`src/rtl/safety_island_boot_pkg.sv`:
```
// Shared types and register map for the safety island hardware boot sequencer.
// Used by safety_island_boot_ctrl (optional timeout: SAFETY_ISLAND_BOOT_TIMEOUT_EN).
package safety_island_boot_pkg;

    typedef enum logic [2:0] {
        IDLE      = 3'd0,
        WR_MODE   = 3'd1,
        WR_ENTRY  = 3'd2,
        WR_FETCH  = 3'd3,
        POLL_WAIT = 3'd4,
        RD_STATUS = 3'd5,
        DONE      = 3'd6,
        FAIL      = 3'd7
    } boot_state_e;

    // SoC-control register byte offsets from the control base address
    localparam logic [31:0] OffsEntry  = 32'h0000_0000;
    localparam logic [31:0] OffsFetch  = 32'h0000_0004;
    localparam logic [31:0] OffsMode   = 32'h0000_0008;
    localparam logic [31:0] OffsStatus = 32'h0000_000C;

    localparam int          EocBit            = 31;
    localparam logic [31:0] BootModePreloaded = 32'h0000_0001;
    localparam logic [31:0] FetchEnableVal    = 32'h0000_0001;

endpackage

```
`src/rtl/safety_island_boot_ctrl.sv`:
```
// Boot sequencer: writes bootmode, entry point and fetch enable, then polls STATUS until EOC.
// Define SAFETY_ISLAND_BOOT_TIMEOUT_EN to fail after TimeoutPolls status reads without EOC.
module safety_island_boot_ctrl
    import safety_island_boot_pkg::*;
#(
    parameter int unsigned          AddrWidth    = 32,
    parameter int unsigned          DataWidth    = 32,
    parameter logic [AddrWidth-1:0] CtrlBaseAddr = AddrWidth'(32'h0020_0000),
    parameter int unsigned          PollInterval = 1024,
    parameter int unsigned          TimeoutPolls = 4096
) (
    input  logic                 clk_i,
    input  logic                 rst_ni,
    input  logic                 start_i,
    input  logic [DataWidth-1:0] bootmode_i,
    input  logic [DataWidth-1:0] entry_point_i,
    output logic                 req_o,
    input  logic                 gnt_i,
    output logic [AddrWidth-1:0] addr_o,
    output logic                 we_o,
    output logic [3:0]           be_o,
    output logic [DataWidth-1:0] wdata_o,
    input  logic                 rvalid_i,
    input  logic [DataWidth-1:0] rdata_i,
    input  logic                 err_i,
    output logic                 busy_o,
    output logic                 done_o,
    output logic [DataWidth-2:0] exit_status_o,
    output logic                 error_o,
    output boot_state_e          state_o
);

    // Bus handshake: req_o is held with addr/we/wdata stable until the gnt_i cycle,
    // drops the next cycle, and the FSM only advances on the matching rvalid_i.
    localparam int unsigned    IntW         = (PollInterval > 1) ? $clog2(PollInterval) : 1;
    localparam logic [IntW-1:0] IntervalLoad = IntW'(PollInterval - 1);

    boot_state_e          state_q, state_d;
    logic                 granted_q, granted_d;
    logic [IntW-1:0]      interval_q, interval_d;
    logic [DataWidth-2:0] exit_q, exit_d;
    logic [DataWidth-1:0] bootmode_q, entry_q;
    logic                 access, rsp, start_ok, timeout_hit;

    function automatic logic [AddrWidth-1:0] reg_addr(input logic [31:0] offs);
        return CtrlBaseAddr + AddrWidth'(offs);
    endfunction

    assign access   = (state_q inside {WR_MODE, WR_ENTRY, WR_FETCH, RD_STATUS});
    assign rsp      = access && granted_q && rvalid_i;
    assign start_ok = start_i && (state_q inside {IDLE, DONE, FAIL});

`ifdef SAFETY_ISLAND_BOOT_TIMEOUT_EN
    localparam int unsigned PcW = $clog2(TimeoutPolls + 1);
    logic [PcW-1:0] polls_q;

    always_ff @(posedge clk_i) begin
        if (!rst_ni) begin
            polls_q <= '0;
        end else if (start_ok) begin
            polls_q <= '0;
        end else if (rsp && (state_q == RD_STATUS)) begin
            polls_q <= polls_q + PcW'(1);
        end
    end

    // True while the read in flight is the last one allowed
    assign timeout_hit = (polls_q == PcW'(TimeoutPolls - 1));
`else
    assign timeout_hit = 1'b0;
`endif

    always_ff @(posedge clk_i) begin
        if (!rst_ni) begin
            state_q    <= IDLE;
            granted_q  <= 1'b0;
            interval_q <= '0;
            exit_q     <= '0;
            bootmode_q <= '0;
            entry_q    <= '0;
        end else begin
            state_q    <= state_d;
            granted_q  <= granted_d;
            interval_q <= interval_d;
            exit_q     <= exit_d;
            if (start_ok) begin
                bootmode_q <= bootmode_i;
                entry_q    <= entry_point_i;
            end
        end
    end

    always_comb begin
        state_d    = state_q;
        granted_d  = granted_q;
        interval_d = interval_q;
        exit_d     = exit_q;
        req_o      = 1'b0;
        we_o       = 1'b0;
        addr_o     = '0;
        wdata_o    = '0;

        case (state_q)
            WR_MODE: begin
                req_o   = !granted_q;
                we_o    = 1'b1;
                addr_o  = reg_addr(OffsMode);
                wdata_o = bootmode_q;
            end
            WR_ENTRY: begin
                req_o   = !granted_q;
                we_o    = 1'b1;
                addr_o  = reg_addr(OffsEntry);
                wdata_o = entry_q;
            end
            WR_FETCH: begin
                req_o   = !granted_q;
                we_o    = 1'b1;
                addr_o  = reg_addr(OffsFetch);
                wdata_o = DataWidth'(FetchEnableVal);
            end
            RD_STATUS: begin
                req_o  = !granted_q;
                addr_o = reg_addr(OffsStatus);
            end
            POLL_WAIT: begin
                if (interval_q == '0) state_d = RD_STATUS;
                else                  interval_d = interval_q - IntW'(1);
            end
            default: ;
        endcase

        if (req_o && gnt_i) granted_d = 1'b1;

        if (rsp) begin
            granted_d = 1'b0;
            if (err_i) begin
                state_d = FAIL;
            end else begin
                case (state_q)
                    WR_MODE:  state_d = WR_ENTRY;
                    WR_ENTRY: state_d = WR_FETCH;
                    WR_FETCH: begin
                        state_d    = POLL_WAIT;
                        interval_d = IntervalLoad;
                    end
                    RD_STATUS: begin
                        if (rdata_i[EocBit]) begin
                            exit_d  = rdata_i[EocBit-1:0];
                            state_d = DONE;
                        end else if (timeout_hit) begin
                            state_d = FAIL;
                        end else begin
                            state_d    = POLL_WAIT;
                            interval_d = IntervalLoad;
                        end
                    end
                    default: ;
                endcase
            end
        end

        if (start_ok) begin
            state_d   = WR_MODE;
            granted_d = 1'b0;
            exit_d    = '0;
        end
    end

    assign be_o          = 4'hF;
    assign busy_o        = !(state_q inside {IDLE, DONE, FAIL});
    assign done_o        = (state_q == DONE);
    assign error_o       = (state_q == FAIL);
    assign exit_status_o = exit_q;
    assign state_o       = state_q;

endmodule

```
`config.mk`:
```
export PLATFORM = sky130hd
export DESIGN_NAME = safety_island_boot_ctrl
export DESIGN_NICKNAME = d
export VERILOG_FILES = /design/src/rtl/safety_island_boot_pkg.sv /design/src/rtl/safety_island_boot_ctrl.sv
export SDC_FILE = /design/constraint.sdc
export NUM_CORES = 1
export LEC_CHECK = 0
export BUFFER_PORTS_ARGS = -buffer_cell sky130_fd_sc_hd__buf_2
export CAP_MARGIN = 20
export CORE_UTILIZATION = 47
export DETAILED_ROUTE_END_ITERATION = 6
export PLACE_DENSITY = 0.86
export SLEW_MARGIN = 0
export SYNTH_ARGS = -nofsm -noshare
export SYNTH_HDL_FRONTEND = slang
export SYNTH_SLANG_ARGS = --single-unit
```
`constraint.sdc`:
```
create_clock -name clk_i -period 1.9 [get_ports clk_i]
set_input_delay 0.19 -clock clk_i [delete_from_list [all_inputs] [get_ports clk_i]]
set_output_delay 0.19 -clock clk_i [all_outputs]
set_load 0.05 [all_outputs]
```
# After elaboration in Yosys (flattened, before gate mapping)
# Index checks and enable logic that the tools add are counted.
[op_classes] eq_ne=7 n_mux=17 bitwise=2 n_addsub=1 n_reduce_logical=15
[ops] cell="$pmux W32 S3" n=1
[ops] cell="$pmux W22 S4" n=1
[ops] cell="$mux W10" n=5
[ops] cell="$pmux W10 S2" n=1
[ops] cell="$eq A3 B3 Y1 const B" n=4
[ops] cell="$mux W3" n=4
[ops] cell="$pmux W3 S4" n=1
[ops] cell="$logic_not A10 Y1" n=1
[ops] cell="$sub A10 B1 Y10 const B" n=1
[ops] cell="$eq A3 B2 Y1 const B" n=2
[ops] cell="$reduce_or A3 Y1" n=2
[ops] cell="$logic_and A1 B1 Y1" n=4
[ops] cell="$reduce_and A4 Y1" n=1
[ops] cell="$reduce_bool A4 Y1" n=1
[ops] cell="$reduce_or A4 Y1" n=1
[ops] cell="$eq A3 B1 Y1 const B" n=1
[ops] cell="$logic_not A3 Y1" n=1
[ops] cell="$mux W1" n=3
[ops] cell="$reduce_bool A3 Y1" n=1
[ops] cell="$logic_not A1 Y1" n=2
[ops] cell="$mux W2" n=1
[ops] cell="$not A1 Y1" n=2
[ops] cell="$reduce_or A2 Y1" n=1
[word_totals] regBits=109 input_bits=102 output_inout_bits=107 elab_cells=49

# Depth between registers and ports, before layout
# Gate-level depths: netlist of run 1.
[depth] word_depth=7 ltp_mapped=7 ltp_nobuf=6

# Worst setup path before layout of run 1
# No wires, ideal clock.
[synth_path] kind="reg-to-output" start="register state_q[1] (netlist: state_o[1])" end="output wdata_o[10]" setup_slack_ns=-0.317 arrival_ns=2.027 required_time_ns=1.710 stages_incl_launch_ff=6 path_cell_list="dfxtp_1 > clkbuf_1 > nand2b_1 > nor2_1 > clkbuf_1 > a22o_1"
[synth_between] elab_chain_len=2
[synth_rtl] element="from (decl)" line="safety_island_boot_ctrl.sv:38" text="boot_state_e state_q, state_d;"
[synth_rtl] element="from (signal assigned)" line="safety_island_boot_ctrl.sv:82" text="state_q <= state_d;"
[synth_rtl] element="$eq A3 B2 Y1 / $eq A3 B1 Y1 (equally long branches)" line="safety_island_boot_ctrl.sv:103" text="case (state_q)"
[synth_rtl] element="$pmux W32 S3 (*)" line="safety_island_boot_ctrl.sv:103"
[synth_rtl] element="to (decl)" line="safety_island_boot_ctrl.sv:22" text="output logic [DataWidth-1:0] wdata_o,"
# Mark *: on every way between the ends. The rest lies on a longest branch, timed or not.

# Worst setup path in the final report of run 1
[layout_path] start="register state_q[1] (netlist: state_o[1])" end="output wdata_o[9]"
# The elaborated chain is that of the path after synthesis.

==> results of run 1 <==
==> cell families after synthesis <==
| kind of cell | Yosys count | share of synthesized area (%) |
|---|---|---|
| AOI/OAI and AO/OA | 155 | 20.5 |
| adders and majority gates | 2 | 0.489 |
| buffers and inverters | 79 | 9.18 |
| DFF | 109 | 47.4 |
| other | 2 | 0.163 |
| and+or+nand+nor | 245 | 22.3 |
==> per-layer routing <==
layer / vias up / share of wire, % / track usage (%)
met1: 2175 / 39 / 29.8
met3: 19 / 8.8 / 7.07
met4: 0 / 1.5 / 8.70
met2: 203 / 50 / 44.6
li1: 2292 / - / -
met5: - / 0 / 0
==> power breakdown <==
| part | internal [mW] | total (mW) | switching [mW] |
|---|---|---|---|
| Sequential | 2.37 | 2.43 | 0.0638 |
| Clock | 0.542 | 1.45 | 0.912 |
| Combinational | 0.322 | 0.880 | 0.558 |
| Total | 3.23 | 4.77 | 1.53 |
==> timing repair <==
item,in CTS,in global routing
setup endpoints to repair,31,72
pin swaps,3,32
setup buffers,10,10
cloned,4,1
resized for setup,99,52
==> worst max-delay path: stages (launching register included) <==
cell	delay [ps]
dfxtp_2	350
buf_8	120
nand2b_4	140
nor2_4	120
buf_12	140
buf_16	140
a22o_1	170
buf_6	160
==> worst paths after layout <==
path,from,end,slack (ps),depth (start not counted)
worst max register to register,flop,interval_q[7],70,4
worst min register to register,exit_status_o[22],exit_status_o[22],460,2
worst min-delay path,rdata_i[1],exit_status_o[1],40,3
worst max-delay path,state_o[1],wdata_o[9],-5,7
==> Yosys cell counts (3+ instances only) <==
| cell type | count |
|---|---|
| o21ai_0 | 4 |
| and3_1 | 6 |
| inv_1 | 4 |
| nor3b_1 | 3 |
| nand2_1 | 198 |
| nand4_1 | 3 |
| clkbuf_1 | 34 |
| a21oi_1 | 100 |
| buf_1 | 5 |
| a311oi_1 | 3 |
| o21a_1 | 3 |
| nor2_1 | 7 |
| nor2b_1 | 3 |
| dfxtp_1 | 109 |
| a31oi_1 | 7 |
| nor3_1 | 8 |
| buf_4 | 33 |
| a22o_1 | 31 |
| nand3_1 | 4 |
==> final cells by class <==
cell class	count	area [sq um]	area share, %
multi-input cells	435	2430	36.7
flip-flops and latches	109	2190	33.1
repair buffers	206	1610	24.3
well taps	129	161	2.44
clock buffers	9	124	1.87
clock inverters	7	86.3	1.30
inverters	5	18.8	0.284
==> flip-flops by register name (all words and copies together) (netlist names), named ones only <==
register and flops:
bootmode_q 32, entry_q 32, exit_status_o 31, interval_q 10, state_o 2, granted_q 1
==> out/metrics.csv, run 1 <==
metric,value,unit
Placement Cell Area,0.00562,sq mm
total gr overflow,0,
starting DRC count in detailed routing,227,
antenna violations before repair,0,
hold violation count in the final report,0,
clock transition time at the flip-flop clock pins of the worst setup and hold paths,130,ps
clock sinks,109,
Post-Syn Instances,592,
worst min-delay path class,input port to flop,
pre-CTS WS,84.1,ps
worst hold slack,37.6,ps
1st-pass router iterations,5,
post-cts hold buffer count,0,
"most common cell after layout, fill and taps aside",nand2_1,
wire per inst,15.0,microns
total power,4.77,mW
peak fanout along the critical path,8,
# setup viols final,1,
count of boundary I/O pins,209,
Synth Area per Inst,7.78,sq um
via count normalized by instance count,5.21,
die width,101,microns
count of flip-flops with a built-in enable after synthesis,0,
Site Rows,35,
filler cell count in the final layout,721,
area of the core,0.00937,sq mm
share of the synthesized area in the top cell type,47.4,%
final standard cell count with taps included and fillers excluded,900,
pin count of the biggest net entering global routing,51,
MaxCap Viol Count,0,
post-synth design cell area,0.00460,sq mm
Final GP Congestion,0.891,
static power due to leakage,2.96,nW
via count,4689,
wire length of the first global-routing pass,20400,microns
Antenna Violating Nets Remaining,0,
effective utilization at floorplan,49.1,%
maximum VDD drop,0.533,mV
required time of the critical path,1710,ps
pins over their slew limit,0,
via count of the first global-routing pass,4318,
distinct cell type count after synthesis,37,
design area,0.00662,sq mm
unrepaired setup endpoints after global routing,yes,
layout cells sized above 1,34.6,%
flop and latch count out of synthesis,109,
worst path setup slack after routing,-4.99,ps
overall routed net length,13500,microns
worst-case clock skew,15.2,ps
biggest area contributors in the synthesized netlist,"dfxtp_1, nand2_1, a21oi_1",
post-route clock period utilization,100,%
core occupancy in the finished layout,70.6,%
H-tree lvl count,3,
cell count after placement,870,
proportion of synthesized chip area in sequential cells,47.4,%
most frequent cells in the layout,"nand2_1, buf_2, dfxtp_1",
Die ar.,0.0102,sq mm
element type at the critical path end,primary output,
clock tree from TritonCTS,yes,
critical path arrival,1710,ps
setup TNS,-4.99,ps
Num CTS Buffers,9,
ratio of total power to cell area,720,mW/mm^2
Most used DFF post-synth,dfxtp_1,
die span in y,101,microns
run status,"complete, but fails checks",
kind of start point of the critical path,flop,
failing checks,negative setup slack,
maximum buffer depth of the clock tree,2,
global-route usage over all layers,25.4,%
top cell type by total area after synthesis,dfxtp_1,
Fmax,525,MHz
Area Overhead vs Synth,43.8,%
Nets,869,
Tmin final,1900,ps
detailed-placement wirelength estimate,8520,microns
count of input and output buffers,175,
critical path start-end classification,flop to primary output,
async set-or-reset flop fraction in the synthesized netlist,0,%
diode insertion count for antenna repair,0,
clock tree root buffer cell,clkbuf_8,
post-route DRC violation count,0,
number of warnings reported in the yosys synthesis log,0,
source-to-sink clock delay at the later pin of the worst-skew pair,370,ps
Power figures use the tool's default switching activity.
==> run 2: changes to the inputs <==
- REMOVE_ABC_BUFFERS: default -> 1
==> run 2 against run 1 <==
The run still ends with negative setup slack left; largest power group unchanged; count of clock-buffer cells in the layout is 1 higher; global-route usage is 0.72 points lower; first-iteration DRC count is 4.4% higher; power is 1.3% higher; die area stayed put; utilization is 2.7 points lower; clock skew is 0.52 ps higher.
==> out/metrics.csv, run 2 (same netlist as run 1, synthesis figures left out) <==
metric,value,unit,change
clock sinks,109,,unchanged
1st-pass router iterations,5,,unchanged
FF-to-FF path depth,4,,unchanged
CP Capture Point,interval_q[7],,
worst-case clock skew,15.7,ps,+0.521 ps
count of input and output buffers,175,,unchanged
wire per inst,14.5,microns,-3.3%
peak fanout along the critical path,3,,-5
fraction of power consumed by combinational cells,17.3,%,-1.2 points
# setup viols final,1,,unchanged
source-to-sink clock delay at the later pin of the worst-skew pair,360,ps,about the same
critical path start-end classification,flop to flop,,
pin count of the biggest net entering global routing,65,,+27%
Antenna Violating Nets Remaining,0,,unchanged
count of boundary I/O pins,209,,unchanged
layout cells sized above 1,31.7,%,-2.9 points
Nets,874,,+0.58%
wire length of the first global-routing pass,19900,microns,-2.3%
post-route DRC violation count,0,,unchanged
Die ar.,0.0102,sq mm,unchanged
P_int,3.45,mW,+6.7%
required time of the critical path,2200,ps,+490 ps
setup TNS,-1.74,ps,+3.25 ps
failing checks,negative setup slack,,
maximum VDD drop,0.467,mV,-12%
clock tree from TritonCTS,yes,,
sequential power share,50.0,%,-1.1 points
global-route usage over all layers,24.7,%,-0.72 points
core occupancy in the finished layout,68.0,%,-2.7 points
Tmin final,1900,ps,-3.25 ps
die width,101,microns,unchanged
worst hold slack,45.7,ps,+8.07 ps
hold violation count in the final report,0,,unchanged
pins over their slew limit,0,,unchanged
total gr overflow,0,,unchanged
unrepaired setup endpoints after global routing,yes,,
critical path arrival,2200,ps,+490 ps
detailed-placement wirelength estimate,8120,microns,-4.8%
filler cell count in the final layout,772,,+7.1%
clock network fraction of total power,32.7,%,+2.2 points
via count of the first global-routing pass,4440,,+2.8%
worst min-delay path class,input port to flop,,
Switching Fraction,28.6,%,-3.6 points
overall routed net length,13100,microns,-2.8%
via count,4717,,+0.60%
Site Rows,35,,unchanged
antenna violations before repair,0,,unchanged
ratio of total power to cell area,758,mW/mm^2,+5.2%
Num CTS Buffers,9,,unchanged
clock transition time at the flip-flop clock pins of the worst setup and hold paths,110,ps,-20 ps
post-route clock period utilization,100,%,-0.17 points
Reg2Reg Setup Slack,-2,ps,-70 ps
Worst slew margin,63.7,%,
clock tree root buffer cell,clkbuf_8,,
worst path setup slack after routing,-1.74,ps,+3.25 ps
worst reg2reg path endpoint,interval_q[7],,
"most common cell after layout, fill and taps aside",nand2_1,,
Fmax,526,MHz,+0.17%
maximum buffer depth of the clock tree,2,,unchanged
starting DRC count in detailed routing,237,,+4.4%
run status,"complete, but fails checks",,
Tightest Pin Transition,544,ps,
switching power total,1.38,mW,-10%
Final GP Congestion,0.810,,-9.0%
MaxCap Viol Count,0,,unchanged
element type at the critical path end,flop,,
die span in y,101,microns,unchanged
Area Overhead vs Synth,38.4,%,
effective utilization at floorplan,49.1,%,unchanged
static power due to leakage,2.79,nW,-5.7%
most frequent cells in the layout,"nand2_1, buf_2, dfxtp_1",,
H-tree lvl count,3,,unchanged
area of the core,0.00937,sq mm,unchanged
diode insertion count for antenna repair,0,,unchanged
via count normalized by instance count,5.21,,about the same
kind of start point of the critical path,flop,,
==> run 2: changes by cell type in the layout (fill, tap and decap cells not counted), moves of 2 or more <==
cell / delta
buf_8: -33
clkinv_8: -2
a22o_4: -30
buf_4: +2
inv_6: -2
clkinv_4: +2
a22o_1: +30
buf_6: +32
dfxtp_1: +2
bufinv_16: +2
clkbuf_16: +2
==> run 2: power groups by stage <==
stage	clock (mW)	combinational (mW)	sequential, mW
final	1.58	0.836	2.41
after global routing	1.70	0.892	2.43
after floorplan	0	0.465	2.47
after global placement	0	0.703	2.46
after CTS	1.60	0.807	2.41
after detailed placement	0	0.717	2.47
==> run 2: worst max-delay path, stage by stage (launching register included) <==
cell and delay [ps]:
dfxtp_2 350, or3b_4 390, or4_4 440, or4_4 450, a31oi_4 190
==> run 2: routing by layer <==
metal | wire length [microns] | vias to the layer above | global-route usage [%]
li1 | - | 2293 | -
met1 | 5240 | 2194 | 28.6
met5 | 0 | - | 0
met2 | 6810 | 194 | 45.2
met3 | 727 | 36 | 4.23
met4 | 364 | 0 | 9.59
==> run 2: worst min path at each step <==
stage	from	endpoint	slack (ps)	cells past startpoint
finish	bootmode_i[15]	bootmode_q[15]	50	3
floorplan	rvalid_i	granted_q	310	1
global placement	rdata_i[30]	exit_status_o[30]	430	3
CTS	bootmode_i[15]	bootmode_q[15]	30	3
global route	rdata_i[8]	exit_status_o[8]	20	3
detailed placement	bootmode_i[15]	bootmode_q[15]	440	3
==> run 2: per-stage QoR <==
| step | worst slack (ps) | cell area [sq um] | std cells | power (mW) |
|---|---|---|---|---|
| after global placement | 144 | 5550 | 867 | 3.16 |
| after floorplan | -4720 | 4320 | 549 | 2.93 |
| after global routing | -62.1 | 6370 | 905 | 5.01 |
| after detailed placement | 39.9 | 5550 | 867 | 3.18 |
| final | -1.74 | 6370 | 905 | 4.83 |
| after CTS | 0.816 | 6210 | 899 | 4.82 |
==> run 2: cell type report <==
| class | instances | area, sq um | share of cell area [%] |
|---|---|---|---|
| tap | 129 | 161 | 2.53 |
| clock inverter | 6 | 93.8 | 1.47 |
| timing repair buffer | 211 | 1570 | 24.7 |
| inverter | 5 | 18.8 | 0.295 |
| sequential | 109 | 2180 | 34.3 |
| multi-input combinational | 435 | 2200 | 34.5 |
| clock buffer | 10 | 138 | 2.16 |
==> run 2: what timing repair did <==
| item | 4_1_cts | 5_1_grt |
|---|---|---|
| cloned | 3 | 3 |
| endpoints found under the hold margin | 0 | 0 |
| hold buffers | 0 | 0 |
| resized for setup | 75 | 19 |
| pin swaps | 4 | 32 |
| endpoints found under the setup margin | 31 | 36 |
| setup buffers | 13 | 3 |
==> run 3: changes to the inputs <==
- CORE_UTILIZATION: 47 -> 51
- PLACE_DENSITY: 0.86 -> 0.92
- TNS_END_PERCENT: default -> 50
- clock period: 1.9 -> 2.3 ns (I/O delays scaled with it)
==> run 3 against run 2 <==
The flow now finishes without violations; worst hold slack improved by 40 ps; die area shrank 7.7%; combinational power is 31% lower; critical path type is now flop to primary output; utilization is 3.2 points lower; register-to-register slack improved by 390 ps; clock skew fell by 2.0 ps; largest cell class is now flip-flops and latches.
==> out/metrics.csv, run 3 (same netlist as run 1, synthesis figures left out) <==
metric,value,unit,change
die span in y,97.0,microns,-3.9%
clock transition time at the flip-flop clock pins of the worst setup and hold paths,110,ps,about the same
"most common cell after layout, fill and taps aside",nand2_1,,
Tightest Pin Transition,633,ps,+89.1 ps
maximum VDD drop,0.345,mV,-26%
maximum buffer depth of the clock tree,2,,unchanged
area of the core,0.00872,sq mm,-6.9%
1st-pass router iterations,4,,-1
count of input and output buffers,175,,unchanged
setup TNS,0,ps,+1.74 ps
Tmin final,2180,ps,
overall routed net length,11300,microns,-14%
kind of start point of the critical path,flop,,
source-to-sink clock delay at the later pin of the worst-skew pair,360,ps,about the same
Final GP Congestion,0.836,,+3.2%
critical path start-end classification,flop to primary output,,
pin count of the biggest net entering global routing,66,,+1.5%
diode insertion count for antenna repair,0,,unchanged
hold worst-path end,entry_q[2],,
Num CTS Buffers,9,,unchanged
worst min-delay path class,input port to flop,,
filler cell count in the final layout,781,,+1.2%
starting DRC count in detailed routing,171,,-28%
worst reg2reg path endpoint,interval_q[7],,
delay of the slowest cell on the worst path,360,ps,-90 ps
Area Overhead vs Synth,22.7,%,
clock sinks,109,,unchanged
Site Rows,34,,-2.9%
MaxCap Viol Count,0,,unchanged
total gr overflow,0,,unchanged
die width,97.0,microns,-3.9%
post-cts hold buffer count,0,,unchanged
antenna violations before repair,0,,unchanged
"Critical Path, Cell by Cell","buf_4, nand2b_1, nor2_2, buf_6, a22o_1, buf_2",,
pins over their slew limit,0,,unchanged
H-tree lvl count,3,,unchanged
global-route usage over all layers,23.4,%,-1.4 points
via count,4538,,-3.8%
post-route clock period utilization,94.6,%,
Worst Hold Depth,3,,unchanged
wire per inst,13.1,microns,-9.6%
clock tree from TritonCTS,yes,,
Fmax,459,MHz,
wire length of the first global-routing pass,18400,microns,-7.4%
post-route DRC violation count,0,,unchanged
unrepaired setup endpoints after global routing,no,,
Slowest cell on crit path,dfxtp_1,,
worst hold slack,86.0,ps,+40.3 ps
via count of the first global-routing pass,4201,,-5.4%
static power due to leakage,2.54,nW,-8.8%
critical path arrival,1950,ps,-250 ps
cell count after placement,843,,-2.8%
worst-case clock skew,13.7,ps,-1.98 ps
Nets,849,,-2.9%
# setup viols final,0,,-1
required time of the critical path,2070,ps,-130 ps
count of boundary I/O pins,209,,unchanged
FF-to-FF path depth,4,,unchanged
clock tree root buffer cell,clkbuf_8,,
run status,"finished, final reports clean",,
layout cells sized above 1,27.7,%,-4.0 points
Die ar.,0.00941,sq mm,-7.7%
start point of the worst min-delay path,entry_point_i[2],,
most frequent cells in the layout,"nand2_1, buf_2, dfxtp_1",,
element type at the critical path end,primary output,,
effective utilization at floorplan,52.8,%,+3.7 points
hold violation count in the final report,0,,unchanged
ratio of total power to cell area,650,mW/mm^2,-14%
final standard cell count with taps included and fillers excluded,859,,-5.1%
Reg2Reg Setup Slack,390,ps,+390 ps
via count normalized by instance count,5.28,,+1.4%
Worst slew margin,57.8,%,-5.9 points
Antenna Violating Nets Remaining,0,,unchanged
detailed-placement wirelength estimate,8050,microns,-0.78%
peak fanout along the critical path,31,,+28
==> run 3: cell count changes in the layout (fill, tap and decap cells not counted), moves of 3 or more <==
cell	change
buf_16	-3
buf_6	-36
buf_4	-10
buf_2	+34
clkbuf_16	-3
buf_12	-5
==> run 3: metal layers <==
| metal | vias to the layer above | GRT usage, % | share of wire (%) |
|---|---|---|---|
| met4 | 0 | 11.7 | 2.6 |
| met1 | 2117 | 26.8 | 41 |
| met3 | 27 | 3.54 | 4.3 |
| met2 | 156 | 41.9 | 53 |
| met5 | - | 0 | 0 |
| li1 | 2238 | - | - |
==> run 3: cell type report <==
class | instances | area (sq um) | share of cell area [%]
inverter | 5 | 18.8 | 0.332
multi-input combinational | 435 | 2130 | 37.8
sequential | 109 | 2180 | 38.7
tap | 108 | 135 | 2.39
clock buffer | 12 | 155 | 2.75
timing repair buffer | 186 | 991 | 17.5
clock inverter | 4 | 31.3 | 0.554
==> run 3: through the flow <==
step	cell area [sq um]	total power, mW	utilization, %	setup slack (ps)
floorplan	4320	2.42	-	-4320
global placement	5450	2.60	62.5	378
detailed placement	5450	2.62	62.5	345
CTS	5640	3.69	64.7	10.2
global route	5650	3.82	64.8	29.6
finish	5650	3.67	64.8	123
==> run 3: report_power, final <==
group          total, mW  switching [mW]  leakage [nW]  internal, mW
Clock               1.10           0.636        0.0905         0.461
Sequential          2.00          0.0370         0.889          1.96
Combinational      0.580           0.417          1.56         0.162
Total               3.67            1.09          2.54          2.58
==> run 3: worst max path at each step <==
| stage | cells past startpoint | to | startpoint | slack, ps |
|---|---|---|---|---|
| 3_3_place_gp | 4 | interval_q[7] | state_o[1] | 380 |
| 2_1_floorplan | 4 | granted_q | state_o[0] | -4320 |
| 6_report | 6 | wdata_o[24] | flop | 120 |
| 5_1_grt | 6 | wdata_o[16] | flop | 30 |
| 3_5_place_dp | 4 | interval_q[7] | state_o[1] | 340 |
| 4_1_cts | 5 | wdata_o[24] | state_o[1] | 10 |
==> run 3: repair_timing <==
item,in CTS,in global routing
setup endpoints to repair,0,31
buffers inserted,0,0
gates resized for setup,0,3
==> run 3: worst max-delay path, delay by kind of cell (launching register included) <==
kind                   cells  cell delay (ps)
DFF                        1              360
and+or+nand+nor            2              300
AOI/OAI and AO/OA          1              210
buffers and inverters      3              710
